## src/rtl/pc_if.sv

```systemverilog
// Interface carrying the fetch PC unit's control inputs from the decode/hazard
// logic and its PC outputs.
interface pc_if #(
    parameter int WIDTH = 32,
    parameter int CNT_W = 16
);
    logic             stall;
    logic [2:0]       npc_op;
    logic [25:0]      imm26;
    logic [WIDTH-1:0] d_pc;
    logic             b_jump;
    logic [WIDTH-1:0] ra;
    logic             exc_req;
    logic             eret_req;
    logic [WIDTH-1:0] epc;
    logic [WIDTH-1:0] f_pc;
    logic [WIDTH-1:0] pc8;
    logic             redirect_pending;
    logic [CNT_W-1:0] redirect_cnt;

    modport master (
        output stall, npc_op, imm26, d_pc, b_jump, ra, exc_req, eret_req, epc,
        input  f_pc, pc8, redirect_pending, redirect_cnt
    );

    modport slave (
        input  stall, npc_op, imm26, d_pc, b_jump, ra, exc_req, eret_req, epc,
        output f_pc, pc8, redirect_pending, redirect_cnt
    );
endinterface

```

## src/rtl/pc_unit.sv

```systemverilog
// Fetch PC register with next-PC selection, a one-entry buffer that holds a
// redirect raised while fetch is stalled, and a saturating redirect counter.
module pc_unit #(
    parameter int               WIDTH    = 32,
    parameter logic [WIDTH-1:0] RESET_PC = 32'h0000_3000,
    parameter logic [WIDTH-1:0] EXC_PC   = 32'h0000_4180,
    parameter int               CNT_W    = 16
) (
    input logic clk,
    input logic reset,
    pc_if.slave bus
);
    localparam logic [2:0] OP_PC4   = 3'd0;
    localparam logic [2:0] OP_BRNCH = 3'd1;
    localparam logic [2:0] OP_J     = 3'd2;
    localparam logic [2:0] OP_JR    = 3'd3;

    logic [WIDTH-1:0] f_pc_q;
    logic [WIDTH-1:0] buf_tgt_q;
    logic             pending_q;
    logic [CNT_W-1:0] cnt_q;

    logic [WIDTH-1:0] pc4;
    logic [WIDTH-1:0] br_off;
    logic [WIDTH-1:0] br_tgt;
    logic [WIDTH-1:0] j_tgt;
    logic [WIDTH-1:0] target;
    logic             is_redirect;
    logic [CNT_W-1:0] cnt_inc;

    assign pc4    = f_pc_q + WIDTH'(4);
    assign br_off = {{(WIDTH-18){bus.imm26[15]}}, bus.imm26[15:0], 2'b00};
    assign br_tgt = bus.d_pc + WIDTH'(4) + br_off;

    // Jump keeps the upper region bits of the D-stage PC when the PC is wider than 28 bits.
    generate
        if (WIDTH > 28) begin : g_j_region
            assign j_tgt = {bus.d_pc[WIDTH-1:28], bus.imm26, 2'b00};
        end else begin : g_j_flat
            assign j_tgt = {bus.imm26, 2'b00};
        end
    endgenerate

    always_comb begin
        target      = pc4;
        is_redirect = 1'b0;
        case (bus.npc_op)
            OP_BRNCH: begin
                if (bus.b_jump) begin
                    target      = br_tgt;
                    is_redirect = 1'b1;
                end
            end
            OP_J: begin
                target      = j_tgt;
                is_redirect = 1'b1;
            end
            OP_JR: begin
                target      = bus.ra;
                is_redirect = 1'b1;
            end
            default: begin
                target      = pc4;
                is_redirect = 1'b0;
            end
        endcase
    end

    assign cnt_inc = (&cnt_q) ? cnt_q : cnt_q + CNT_W'(1);

    always_ff @(posedge clk or negedge reset) begin
        if (!reset) begin
            f_pc_q    <= RESET_PC;
            buf_tgt_q <= '0;
            pending_q <= 1'b0;
            cnt_q     <= '0;
        end else if (bus.exc_req) begin
            f_pc_q    <= EXC_PC;
            buf_tgt_q <= '0;
            pending_q <= 1'b0;
            cnt_q     <= cnt_inc;
        end else if (bus.eret_req) begin
            f_pc_q    <= bus.epc;
            buf_tgt_q <= '0;
            pending_q <= 1'b0;
            cnt_q     <= cnt_inc;
        end else if (bus.stall) begin
            // Only the first redirect seen during a stall is kept.
            if (is_redirect && !pending_q) begin
                buf_tgt_q <= target;
                pending_q <= 1'b1;
            end
        end else if (pending_q) begin
            f_pc_q    <= buf_tgt_q;
            buf_tgt_q <= '0;
            pending_q <= 1'b0;
            cnt_q     <= cnt_inc;
        end else begin
            f_pc_q <= target;
            if (is_redirect) begin
                cnt_q <= cnt_inc;
            end
        end
    end

    assign bus.f_pc             = f_pc_q;
    assign bus.pc8              = f_pc_q + WIDTH'(8);
    assign bus.redirect_pending = pending_q;
    assign bus.redirect_cnt     = cnt_q;
endmodule

```

## src/flat_wrapper.sv

```systemverilog
// flat-port wrapper written by rule: the top's interface ports become plain ports
module pc_unit_flat 
#(
    parameter int               WIDTH    = 32,
    parameter logic [WIDTH-1:0] RESET_PC = 32'h0000_3000,
    parameter logic [WIDTH-1:0] EXC_PC   = 32'h0000_4180,
    parameter int               CNT_W    = 16
)
  (clk, reset, bus_stall, bus_npc_op, bus_imm26, bus_d_pc, bus_b_jump, bus_ra, bus_exc_req, bus_eret_req, bus_epc, bus_f_pc, bus_pc8, bus_redirect_pending, bus_redirect_cnt);
  pc_if #(.WIDTH(WIDTH), .CNT_W(CNT_W)) bus_i ();
  input logic clk;
  input logic reset;
  input wire logic [$bits(bus_i.stall)-1:0] bus_stall;
  input wire logic [$bits(bus_i.npc_op)-1:0] bus_npc_op;
  input wire logic [$bits(bus_i.imm26)-1:0] bus_imm26;
  input wire logic [$bits(bus_i.d_pc)-1:0] bus_d_pc;
  input wire logic [$bits(bus_i.b_jump)-1:0] bus_b_jump;
  input wire logic [$bits(bus_i.ra)-1:0] bus_ra;
  input wire logic [$bits(bus_i.exc_req)-1:0] bus_exc_req;
  input wire logic [$bits(bus_i.eret_req)-1:0] bus_eret_req;
  input wire logic [$bits(bus_i.epc)-1:0] bus_epc;
  output wire logic [$bits(bus_i.f_pc)-1:0] bus_f_pc;
  output wire logic [$bits(bus_i.pc8)-1:0] bus_pc8;
  output wire logic [$bits(bus_i.redirect_pending)-1:0] bus_redirect_pending;
  output wire logic [$bits(bus_i.redirect_cnt)-1:0] bus_redirect_cnt;
  assign bus_i.stall = bus_stall;
  assign bus_i.npc_op = bus_npc_op;
  assign bus_i.imm26 = bus_imm26;
  assign bus_i.d_pc = bus_d_pc;
  assign bus_i.b_jump = bus_b_jump;
  assign bus_i.ra = bus_ra;
  assign bus_i.exc_req = bus_exc_req;
  assign bus_i.eret_req = bus_eret_req;
  assign bus_i.epc = bus_epc;
  assign bus_f_pc = bus_i.f_pc;
  assign bus_pc8 = bus_i.pc8;
  assign bus_redirect_pending = bus_i.redirect_pending;
  assign bus_redirect_cnt = bus_i.redirect_cnt;
  pc_unit #(.WIDTH(WIDTH), .RESET_PC(RESET_PC), .EXC_PC(EXC_PC), .CNT_W(CNT_W)) u_core (.clk(clk), .reset(reset), .bus(bus_i));
endmodule
```

## config.mk

```make
export PLATFORM = sky130hd
export DESIGN_NAME = pc_unit_flat
export DESIGN_NICKNAME = d
export VERILOG_FILES = /design/src/rtl/pc_if.sv /design/src/rtl/pc_unit.sv /design/src/flat_wrapper.sv
export SDC_FILE = /design/constraint.sdc
export NUM_CORES = 1
export LEC_CHECK = 0
export CAP_MARGIN = 5
export CORE_MARGIN = 4
export CORE_UTILIZATION = 33
export CTS_BUF_LIST = sky130_fd_sc_hd__clkbuf_16
export DETAILED_ROUTE_END_ITERATION = 16
export PLACE_DENSITY = 0.57
export SLEW_MARGIN = 5
export SYNTH_ARGS = -nofsm -noshare
export SYNTH_HDL_FRONTEND = slang
export SYNTH_SLANG_ARGS = --single-unit
```

## constraint.sdc

```tcl
create_clock -name clk -period 5.8 [get_ports clk]
set_input_delay 1.16 -clock clk [delete_from_list [all_inputs] [get_ports clk]]
set_output_delay 1.16 -clock clk [all_outputs]
set_load 0.02 [all_outputs]
```

==> Word-level counts from Yosys, hierarchy flattened <==
Cells that the tools add are included.
{ "classes": {"reduce_logical": 8, "eq_ne": 5, "mux": 23, "add_sub_neg": 5} }
{ "op_table": {"columns": ["operator", "n"], "rows": [
  ["$mux 32", 10],
  ["$mux 16", 6],
  ["$pmux 32 s3", 1],
  ["$add 32x3->32 const B", 2],
  ["$add 32x32->32", 1],
  ["$add 32x4->32 const B", 1],
  ["$add 16x1->16 const B", 1],
  ["$reduce_and 16->1", 1],
  ["$reduce_bool 4->1", 2],
  ["$eq 3x2->1 const B", 2],
  ["$mux 1", 5],
  ["$ne 4x1->1 const B", 1],
  ["$reduce_and 2->1", 2],
  ["$eq 3x1->1 const B", 1],
  ["$ne 3x1->1 const B", 1],
  ["$pmux 1 s2", 1],
  ["$reduce_or 2->1", 1],
  ["$logic_and 1x1->1", 1],
  ["$logic_not 1->1", 1]
]} }
{ "totals": {"register_bits": 81, "word_cells": 45, "output_inout_bits": 81, "input_bits": 131} }

==> Longest topological paths before layout <==
Gate-level depths: netlist of run 1.
{ "logic_depth": {"depth_word": 8, "depth_mapped": 15, "depth_no_buf": 15} }

==> Worst setup path before layout of run 1 <==
OpenSTA, ideal clock, no wires.
{ "synth_path": {"path_kind": "input to register", "startpoint": "in bus_d_pc[3]", "endpoint": "reg u_core.f_pc_q[27] (netlist: u_core.bus.f_pc[27])", "path_stages": 13, "path_buffers": 0, "required_time_ps": 5713, "arrival_time_ps": 3559, "setup_slack_ps": 2155, "path_cell_list": "ha_1 > ha_1 > inv_1 > fa_1 > nor2b_1 > o211ai_1 > a31oi_1 > o21bai_1 > a21o_1 > a221oi_2 > a311oi_1 > a21o_1 > a211oi_2"} }
{ "synth_via": {"elab_chain_len": 8} }
{ "synth_rtl": {"columns": ["element", "line_no", "rtl"], "rows": [
  ["start: declaration", "flat_wrapper.sv:16", "input wire logic [$bits(bus_i.d_pc)-1:0] bus_d_pc;"],
  ["$add 32x3->32", "pc_unit.sv:33", "assign br_tgt = bus.d_pc + WIDTH'(4) + br_off;"],
  ["$add 32x32->32", "pc_unit.sv:33", null],
  ["$mux 32", "pc_unit.sv:49", "if (bus.b_jump) begin"],
  ["$pmux 32 s3", "pc_unit.sv:47", "case (bus.npc_op)"],
  ["$mux 32", "pc_unit.sv:93", "end else if (pending_q) begin"],
  ["$mux 32", "pc_unit.sv:87", "end else if (bus.stall) begin"],
  ["$mux 32", "pc_unit.sv:82", "end else if (bus.eret_req) begin"],
  ["$mux 32", "pc_unit.sv:77", "end else if (bus.exc_req) begin"],
  ["end signal: assignment", "pc_unit.sv:83", "f_pc_q <= bus.epc;"],
  ["end signal: assignment", "pc_unit.sv:94", "f_pc_q <= buf_tgt_q;"],
  ["end signal: assignment", "pc_unit.sv:99", "f_pc_q <= target;"],
  ["end: declaration", "pc_unit.sv:18", "logic [WIDTH-1:0] f_pc_q;"]
]} }
Every way passes these cells. The select of a mux whose other input is x is not followed.
A chain may end at the register's enable or synchronous reset.

==> Worst setup path in the final report of run 1 <==
{ "layout_path": {"startpoint": "reg u_core.f_pc_q[5] (netlist: u_core.bus.f_pc[5])", "endpoint": "out bus_pc8[16]"} }
{ "layout_via": {"elab_chain_len": 1} }
{ "layout_rtl": {"columns": ["element", "line_no", "rtl"], "rows": [
  ["$add 32x4->32", "pc_unit.sv:107", "assign bus.pc8 = f_pc_q + WIDTH'(8);"],
  ["end: declaration", "flat_wrapper.sv:23", "output wire logic [$bits(bus_i.pc8)-1:0] bus_pc8;"]
]} }
Every way passes these cells.

==> impl_metrics.env, run 1 <==
export IMPL_clock_path_buffers=2
export IMPL_setup_viol=0
export IMPL_viasPerCell=5.59
export IMPL_cts_max_level=3
export IMPL_yosysTopAreaCellShare_pct=24.5
export IMPL_rows=56
export IMPL_critPathTopFamily="simple AND/OR/NAND/NOR gates"
export IMPL_ios=212
export IMPL_hp_class="reg2reg"
export IMPL_synthCells=1024
export IMPL_r2r_start="u_core.bus.f_pc[2]"
export IMPL_fin_skew_ps=9.05
export IMPL_cts_resized_gates=0
export IMPL_drc_errors=0
export IMPL_internal_power_uw=1350
export IMPL_power_uw=2160
export IMPL_yosysMostFrequentCell="a21oi_1"
export IMPL_grt_max_degree=62
export IMPL_hold_depth=2
export IMPL_grt_pass1_wl_um=48200
export IMPL_die_h_um=164
export IMPL_groute_usage_overall_pct=23.0
export IMPL_critPathRequiredTime_ps=4640
export IMPL_dp_hpwl_um=25300
export IMPL_tightest_slew_ps=1020
export IMPL_postRouteAntennaNets=0
export IMPL_switching_share_pct=37.5
export IMPL_hold_viol_final=0
export IMPL_arrival_ps=3300
export IMPL_ys_seq_area_share_pct=25.2
export IMPL_fmax_mhz=224
export IMPL_synth_edf_count=0
export IMPL_syn_avg_cell_area_um2=7.87
export IMPL_regArea_um2=2030
export IMPL_multi_input_area_um2=5590
export IMPL_outcome="finished clean"
export IMPL_grt_overflow_total=0
export IMPL_reg2reg_to="u_core.bus.f_pc[26]"
export IMPL_startpoint_type="flip-flop"
export IMPL_crit_path_frequent_cell="nand3_1"
export IMPL_synth_main_ff_cell="dfrtp_1"
export IMPL_synth_fp_nets=1216
export IMPL_p_leak_uw=0.00445
export IMPL_synth_top_area_cell="dfrtp_1"
export IMPL_min_from="u_core.buf_tgt_q[0]"
export IMPL_synth_area_um2=8060
export IMPL_end_kind="output pin"
export IMPL_ir_drop_mv=0.124
export IMPL_num_vias=8492
export IMPL_start_util_pct=33.9
export IMPL_die_w_um=164
export IMPL_num_fill_cells=2349
export IMPL_async_flop_share_pct=100
export IMPL_path_cells="nand3_1, nor4_1, nand3_1, xnor2_1, clkdlybuf4s50_1"
export IMPL_synth_seq_cells=81
export IMPL_crit_path_max_fanout=9
export IMPL_slowest_delay_ps=930
export IMPL_cts_setup_buffers=0
export IMPL_antenna_cells=0
export IMPL_clockPowerShare_pct=26.0
export IMPL_numCtsBuffers=9
export IMPL_worstHoldEndpoint="u_core.buf_tgt_q[0]"
export IMPL_antenna_found_initial=0
export IMPL_maxCapViolCount=0
export IMPL_synth_area_top_cells="dfrtp_1 (25%), ha_1 (9.3%), a21oi_1 (7.0%), xnor2_1 (6.3%), nand2_1 (4.8%)"
export IMPL_firstDrtPassIters=7
export IMPL_seq_power_share_pct=32.1
export IMPL_drt_first_iter_violations=714
export IMPL_io_buffers=211
export IMPL_period_share_pct=76.8
export IMPL_cp_slowest_cell="nor4_1"
export IMPL_comb_power_share_pct=41.9
export IMPL_wl_per_cell_um=21.0
export IMPL_rsz0062_at_grt="no"
export IMPL_totalNegativeSetupSlack_ps=0
export IMPL_r2r_cells=9
export IMPL_cellPowerDensity_nw_per_um2=202
export IMPL_final_max_slew_violation_count=0
export IMPL_netlist_top_cells_count="a21oi_1 (113), nand2_1 (103), dfrtp_1 (79)"
export IMPL_path_buf_inv=1
export IMPL_cts_root_buf="clkbuf_16"
export IMPL_syn_to_final_growth_pct=32.4
export IMPL_ys_warn_count=0
export IMPL_cts_tree="built"
export IMPL_finalWirelength_um=31900
export IMPL_gp_congestion=0.937
export IMPL_ys_types=77
export IMPL_relSlewSlack_pct=31.1
export IMPL_cts_sinks=81
export IMPL_path_clk_slew_ps=60
export IMPL_ctsHoldBuffers=0
export IMPL_grt_pass1_vias=8120
export IMPL_reg2reg_slack_ps=2830
export IMPL_clock_latency_ps=340
export IMPL_drive_above_1_share_pct=6.17
export IMPL_p_switching_uw=810
export IMPL_dieArea_um2=27000
export IMPL_criticalPathCategory="reg2out"
export IMPL_finalCriticalPeriod_ps=4460
export IMPL_coreArea_um2=23800
export IMPL_nets=1386
==> state kept, by name (all words and copies together), names as in the netlist <==
register / flops
u_core.bus.redirect_cnt: 16
u_core.buf_tgt_q: 32
u_core.bus.redirect_pending: 1
u_core.bus.f_pc: 32
==> stage by stage <==
stage / cells / setup WS [ps] / hold slack (ps) / util [%] / cell area (um2)
6_report: 1518 / 1340 / 479 / 45.0 / 10700
5_1_grt: 1518 / 1160 / 497 / 45.0 / 10700
4_1_cts: 1518 / 1420 / 475 / 45.0 / 10700
3_5_place_dp: 1502 / 1050 / 459 / 43.8 / 10400
3_3_place_gp: 1502 / 1140 / 456 / 43.8 / 10400
2_1_floorplan: 1024 / 2150 / 438 / - / 8060
==> worst max-delay path by stage <==
stage | from | to | slack [ps] | depth (start not counted)
after CTS | bus_imm26[15] | u_core.buf_tgt_q[28] | 1420 | 12
after global placement | bus_imm26[15] | u_core.buf_tgt_q[28] | 1140 | 12
after global routing | bus_imm26[15] | u_core.buf_tgt_q[28] | 1160 | 12
final | u_core.bus.f_pc[5] | bus_pc8[16] | 1340 | 5
after floorplan | bus_d_pc[3] | u_core.bus.f_pc[27] | 2150 | 13
after detailed placement | bus_imm26[15] | u_core.buf_tgt_q[28] | 1050 | 12
==> power groups by stage <==
stage	registers, uW	clock network, uW	logic, uW
floorplan	721	0	485
global placement	700	0	903
detailed placement	702	0	901
CTS	692	568	907
global route	700	592	983
finish	692	561	905
==> cells by family (layout without fill, tap and decap cells) <==
kind of cell / after synthesis / in the layout / synth area share (%)
compound gates: 340 / 340 / 27.3
simple gates: 322 / 322 / 19.8
buf+inv: 108 / 283 / 5.62
xor+xnor: 89 / 89 / 9.67
flops: 81 / 81 / 25.2
fa+ha+maj: 61 / 61 / 9.56
mux: 23 / 23 / 2.90
==> metal layers <==
layer | GRT usage, % | wire length (um) | vias up
met2 | 37.2 | 14500 | 368
li1 | - | - | 4062
met5 | 0 | 0 | -
met4 | 5.41 | 670 | 0
met1 | 32.6 | 14400 | 4026
met3 | 3.26 | 2350 | 36
==> worst min-delay path, cell delays in order, from the launching register on <==
cell	delay (ps)
dfrtp_1	340
nand2_1	50
o31ai_1	50
==> layout by cell type, fill, tap and decap left out, types with 14 or more instances in the layout <==
master | Yosys | layout
xor2_1 | 31 | 31
buf_4 | 5 | 18
nand2_1 | 103 | 103
inv_1 | 37 | 37
dfrtp_1 | 79 | 79
ha_1 | 60 | 60
and3_1 | 15 | 15
o21ai_1 | 19 | 19
clkdlybuf4s50_1 | 0 | 209
a21o_1 | 19 | 19
a22o_1 | 14 | 14
o21ai_0 | 57 | 57
xnor2_1 | 58 | 58
nand2b_1 | 14 | 14
nor2_1 | 76 | 76
mux2i_1 | 20 | 20
nand3_1 | 34 | 34
a21oi_1 | 113 | 113
nand4_1 | 17 | 17
==> layout make-up <==
cell class	instances	share of cell area, %
Timing Repair Buffer	228	20.9
Clock buffer	9	2.11
Multi-Input combinational cell	835	52.3
Inverter	39	1.37
Tap cell	319	3.74
Clock inverter	7	0.574
Sequential cell	81	19.0
(Power assumes the default switching activity.)
==> inputs of run 2 (changes only) <==
--- a/config.mk
+++ b/config.mk
@@ -10,7 +10,7 @@
 export CORE_UTILIZATION = 33
 export CTS_BUF_LIST = sky130_fd_sc_hd__clkbuf_16
 export DETAILED_ROUTE_END_ITERATION = 16
-export PLACE_DENSITY = 0.57
+export PLACE_DENSITY = 0.59
 export SLEW_MARGIN = 5
 export SYNTH_ARGS = -nofsm -noshare
 export SYNTH_HDL_FRONTEND = slang
==> constraint.sdc (replaced) <==
create_clock -name clk -period 4 [get_ports clk]
set_input_delay 0.8 -clock clk [delete_from_list [all_inputs] [get_ports clk]]
set_output_delay 0.8 -clock clk [all_outputs]
set_load 0.02 [all_outputs]
==> run 2 against run 1 <==
Net effect:
- clock skew is 1.9 ps lower
- cell count is 3.6% higher
- highest routed layer unchanged
- critical path type unchanged
- sequential share of layout area is 0.74 points lower
- critical endpoint is now bus_pc8[28]
==> impl_metrics.env, run 2 (synthesis results as in run 1) <==
export IMPL_path_clk_slew_ps=70
export IMPL_top_usage_layer="met2"
export IMPL_period_share_pct=97.8
export IMPL_drt_first_iter_violations=675
export IMPL_setup_viol=0
export IMPL_wl_per_cell_um=20.8
export IMPL_antenna_found_initial=0
export IMPL_startpoint_type="flip-flop"
export IMPL_hp_class="reg2reg"
export IMPL_syn_to_final_growth_pct=37.8
export IMPL_antenna_cells=0
export IMPL_cts_resized_gates=0
export IMPL_ios=212
export IMPL_groute_usage_overall_pct=23.5
export IMPL_clock_path_buffers=2
export IMPL_use_met3_pct=3.26
export IMPL_grt_pass1_vias=8344
export IMPL_coreArea_um2=23800
export IMPL_layout_common_cells="clkdlybuf4s50_1 (209), a21oi_1 (113), nand2_1 (103)"
export IMPL_ctsHoldBuffers=0
export IMPL_critPathRequiredTime_ps=3200
export IMPL_setup_ws_ps=88.4
export IMPL_cts_root_buf="clkbuf_16"
export IMPL_hold_viol_final=0
export IMPL_grt_pass1_wl_um=49000
export IMPL_io_buffers=211
export IMPL_rsz0062_at_grt="yes"
export IMPL_crit_path_max_fanout=9
export IMPL_start_util_pct=33.9
export IMPL_hold_depth=2
export IMPL_cts_tree="built"
export IMPL_die_h_um=164
export IMPL_dp_hpwl_um=26000
export IMPL_final_max_slew_violation_count=0
export IMPL_end_kind="output pin"
export IMPL_die_w_um=164
export IMPL_criticalPathCategory="reg2out"
export IMPL_groute_layer_met1_usage_pct=32.8
export IMPL_nets=1441
export IMPL_arrival_ps=3110
export IMPL_drive_above_1_share_pct=10.6
export IMPL_finalCriticalPeriod_ps=3910
export IMPL_rows=56
export IMPL_outcome="finished clean"
export IMPL_cts_max_level=3
export IMPL_place_ws_ps=-58.2
export IMPL_numCtsBuffers=9
export IMPL_num_vias=8746
export IMPL_dieArea_um2=27000
export IMPL_ir_drop_mv=0.190
export IMPL_num_fill_cells=2362
export IMPL_finalWirelength_um=32700
export IMPL_firstDrtPassIters=5
export IMPL_r2r_cells=9
export IMPL_grt_max_degree=71
export IMPL_dp_cells=1557
export IMPL_final_common_cell="clkdlybuf4s50_1"
export IMPL_whs_ps=482
export IMPL_gp_congestion=0.939
export IMPL_cts_sinks=81
export IMPL_fin_skew_ps=7.17
export IMPL_viasPerCell=5.56
export IMPL_cellPowerDensity_nw_per_um2=293
export IMPL_drc_errors=0
export IMPL_fmax_mhz=256
export IMPL_regArea_um2=2030
export IMPL_relSlewSlack_pct=26.4
export IMPL_maxCapViolCount=0
export IMPL_multi_input_area_um2=5590
export IMPL_tightest_slew_ps=1100
export IMPL_cts_setup_buffers=0
export IMPL_p_leak_uw=0.00473
export IMPL_clock_latency_ps=350
export IMPL_grt_overflow_total=0
export IMPL_postRouteAntennaNets=0
export IMPL_grt_use_met2_pct=38.9
export IMPL_instances_no_fill=1573
-- run 2: cell types whose count changed in the layout (fill, tap and decap cells not counted) --
| cell | before | now |
|---|---|---|
| clkinv_4 | 0 | 1 |
| buf_4 | 18 | 73 |
| inv_6 | 0 | 3 |
| nand3_2 | 1 | 2 |
| clkinv_1 | 4 | 1 |
| nand3_1 | 34 | 33 |
| clkinvlp_4 | 2 | 1 |
-- run 2: power by group --
group	leakage, uW	switching, uW	internal (uW)
Combinational	0.00351	747	654
Sequential	0.00107	105	889
Clock	0.000147	370	490
-- run 2: area by class of cell --
type,instances,area share (%)
multi-input cells,835,50.3
repair buffers,283,23.8
flip-flops and latches,81,18.3
well taps,319,3.59
clock buffers,9,2.03
inverters,39,1.32
clock inverters,7,0.698
-- run 2: worst max-delay path, cell delays in order (launching register included) --
cell	delay (ps)
dfrtp_1	580
nand3_1	290
nor3_1	490
nand2_1	180
nor2_1	270
nand2_1	150
xnor2_1	160
clkdlybuf4s50_1	620
-- run 2: stage by stage --
stage / power [uW] / setup TNS [ps] / area, um2 / util (%)
final: 3260 / 0 / 11100 / 46.8
after floorplan: 1750 / 0 / 8060 / -
after CTS: 3260 / 0 / 11100 / 46.8
after global placement: 2400 / -219 / 10800 / 45.5
after detailed placement: 2400 / -202 / 10800 / 45.5
after global routing: 3420 / -207 / 11100 / 46.8
-- run 2: routing by layer --
layer  up-vias  part of all wire [%]  wire [um]
met1      4198                    44      14500
met2       330                    47      15500
li1       4179                     -          -
met5         -                     0          0
met3        39                   6.7       2190
met4         0                   1.8        604
-- run 2: path summary, 6_finish.rpt --
check / from / to / slack, ps
min in group asynchronous: reset / u_core.bus.redirect_cnt[9] / 580
worst max-delay path: u_core.bus.f_pc[5] / bus_pc8[28] / 90
worst min register to register: u_core.buf_tgt_q[0] / u_core.buf_tgt_q[0] / 480
worst max register to register: u_core.bus.f_pc[3] / u_core.buf_tgt_q[25] / 1240
worst min-delay path: u_core.buf_tgt_q[0] / u_core.buf_tgt_q[0] / 480
max in group asynchronous: reset / u_core.buf_tgt_q[2] / 2680
==> inputs of run 3 (changes only) <==
--- a/config.mk
+++ b/config.mk
@@ -5,10 +5,12 @@
 export SDC_FILE = /design/constraint.sdc
 export NUM_CORES = 1
 export LEC_CHECK = 0
+export ABC_CLOCK_PERIOD_IN_PS = 4000
 export CAP_MARGIN = 5
 export CORE_MARGIN = 4
 export CORE_UTILIZATION = 33
 export CTS_BUF_LIST = sky130_fd_sc_hd__clkbuf_16
+export CTS_CLUSTER_SIZE = 14
 export DETAILED_ROUTE_END_ITERATION = 16
 export PLACE_DENSITY = 0.59
 export SLEW_MARGIN = 5
==> constraint.sdc (replaced) <==
create_clock -name clk -period 4 [get_ports clk]
set_input_delay 0.8 -clock clk [delete_from_list [all_inputs] [get_ports clk]]
set_output_delay 0.8 -clock clk [all_outputs]
set_load 0.1 [all_outputs]
==> run 3 against run 2 <==
Net effect:
- cell count shrank 0.70%
- critical path depth grew 10
- setup slack gained 170 ps
- worst hold slack is essentially flat
- highest routed layer unchanged
- global-route usage grew 0.094 points
- via count is essentially flat
- maximum frequency grew 4.6%
- combinational power grew 39%
- die area is the same
- critical endpoint is now u_core.bus.f_pc[21]
- utilization grew 0.18 points
- count of clock-buffer cells in the layout is the same
==> impl_metrics.env, run 3 (synthesis results as in run 1) <==
export IMPL_cellPowerDensity_nw_per_um2=342
export IMPL_groute_usage_overall_pct=23.6
export IMPL_viasPerCell=5.60
export IMPL_drt_first_iter_violations=753
export IMPL_dieArea_um2=27000
export IMPL_cts_sinks=81
export IMPL_antenna_found_initial=0
export IMPL_final_common_cell="clkdlybuf4s50_1"
export IMPL_end_kind="flip-flop"
export IMPL_period_share_pct=93.5
export IMPL_postPlaceCellArea_um2=10800
export IMPL_rsz0062_at_grt="no"
export IMPL_layout_common_cells="clkdlybuf4s50_1 (181), a21oi_1 (113), nand2_1 (103)"
export IMPL_finalCriticalPeriod_ps=3740
export IMPL_p_leak_uw=0.00481
export IMPL_cts_setup_buffers=0
export IMPL_place_ws_ps=-47.4
export IMPL_cts_root_buf="clkbuf_16"
export IMPL_gp_congestion=0.928
export IMPL_cts_tree="built"
export IMPL_drive_above_1_share_pct=13.1
export IMPL_finalWirelength_um=32300
export IMPL_crit_path_max_fanout=3
export IMPL_die_w_um=164
export IMPL_start_util_pct=33.9
export IMPL_totalNegativeSetupSlack_ps=0
export IMPL_outcome="finished clean"
export IMPL_numCtsBuffers=9
export IMPL_drc_errors=0
export IMPL_dp_hpwl_um=26200
export IMPL_syn_to_final_growth_pct=38.4
export IMPL_postRouteAntennaNets=0
export IMPL_final_max_slew_violation_count=0
export IMPL_maxCapViolCount=0
export IMPL_ctsHoldBuffers=0
export IMPL_clock_latency_ps=340
export IMPL_cts_max_level=3
export IMPL_coreArea_um2=23800
export IMPL_num_vias=8744
export IMPL_io_buffers=211
export IMPL_arrival_ps=3970
export IMPL_ir_drop_mv=0.272
export IMPL_firstDrtPassIters=5
export IMPL_setup_ws_ps=261
export IMPL_criticalPathCategory="in2reg"
export IMPL_grt_pass1_wl_um=49700
export IMPL_fin_skew_ps=7.42
export IMPL_path_clk_slew_ps=60
export IMPL_die_h_um=164
export IMPL_antenna_cells=0
export IMPL_fmax_mhz=267
export IMPL_relSlewSlack_pct=31.4
export IMPL_hold_viol_final=0
export IMPL_grt_overflow_total=0
export IMPL_critPathRequiredTime_ps=4230
export IMPL_startpoint_type="input port"
export IMPL_grt_pass1_vias=8624
export IMPL_clock_path_buffers=2
export IMPL_ios=212
export IMPL_design_area_um2=11200
export IMPL_setup_viol=0
export IMPL_tightest_slew_ps=1030
export IMPL_wl_per_cell_um=20.7
export IMPL_rows=56
export IMPL_nets=1430
export IMPL_hp_class="reg2reg"
export IMPL_cts_resized_gates=0
export IMPL_grt_max_degree=64
-- run 3: path summary, 6_finish.rpt --
check / slack (ps) / startpoint / cells past startpoint / end
setup / recovery: 260 / bus_imm26[0] / 17 / u_core.bus.f_pc[21]
hold / removal: 480 / u_core.buf_tgt_q[1] / 2 / u_core.buf_tgt_q[1]
setup reg to reg: 1020 / u_core.bus.f_pc[2] / 9 / u_core.bus.f_pc[30]
hold reg to reg: 480 / u_core.buf_tgt_q[1] / 2 / u_core.buf_tgt_q[1]
max in group asynchronous: 2600 / reset / 2 / u_core.bus.f_pc[0]
min in group asynchronous: 550 / reset / 1 / u_core.bus.redirect_cnt[10]
-- run 3: power breakdown --
part / switching (uW) / internal (uW)
combinational: 1300 / 649
clock: 381 / 489
sequential: 111 / 888
-- run 3: area by class of cell --
| cell class | count | area [um2] |
|---|---|---|
| clock buffers | 9 | 225 |
| clock inverters | 7 | 76.3 |
| fillers | 2384 | 12600 |
| inverters | 39 | 146 |
| multi-input cells | 835 | 5700 |
| flip-flops and latches | 81 | 2030 |
| well taps | 319 | 399 |
| repair buffers | 272 | 2580 |
-- run 3: critical path, stage by stage --
cell	delay, ps
clkdlybuf4s50_1	480
inv_1	50
ha_1	170
inv_1	60
ha_1	160
inv_1	50
fa_1	380
nor2b_1	160
o211ai_1	130
a31oi_1	190
buf_4	150
a221oi_2	90
nor3_1	310
mux2_2	400
o211ai_1	140
o21a_1	170
o21ai_1	70
-- run 3: through the flow --
step / cells / hold WS [ps] / power (uW) / utilization [%]
2_1_floorplan: 1024 / 438 / 2310 / -
3_3_place_gp: 1546 / 456 / 2950 / 45.7
3_5_place_dp: 1546 / 461 / 2960 / 45.7
4_1_cts: 1562 / 483 / 3830 / 46.9
5_1_grt: 1562 / 510 / 3990 / 47.0
6_report: 1562 / 483 / 3820 / 47.0
-- run 3: routing by layer --
layer | wire length [um] | GRT usage [%] | up-vias
li1 | - | - | 4147
met1 | 14000 | 31.9 | 4198
met2 | 15200 | 39.1 | 349
met3 | 2170 | 3.56 | 50
met4 | 965 | 6.98 | 0
met5 | 0 | 0 | -
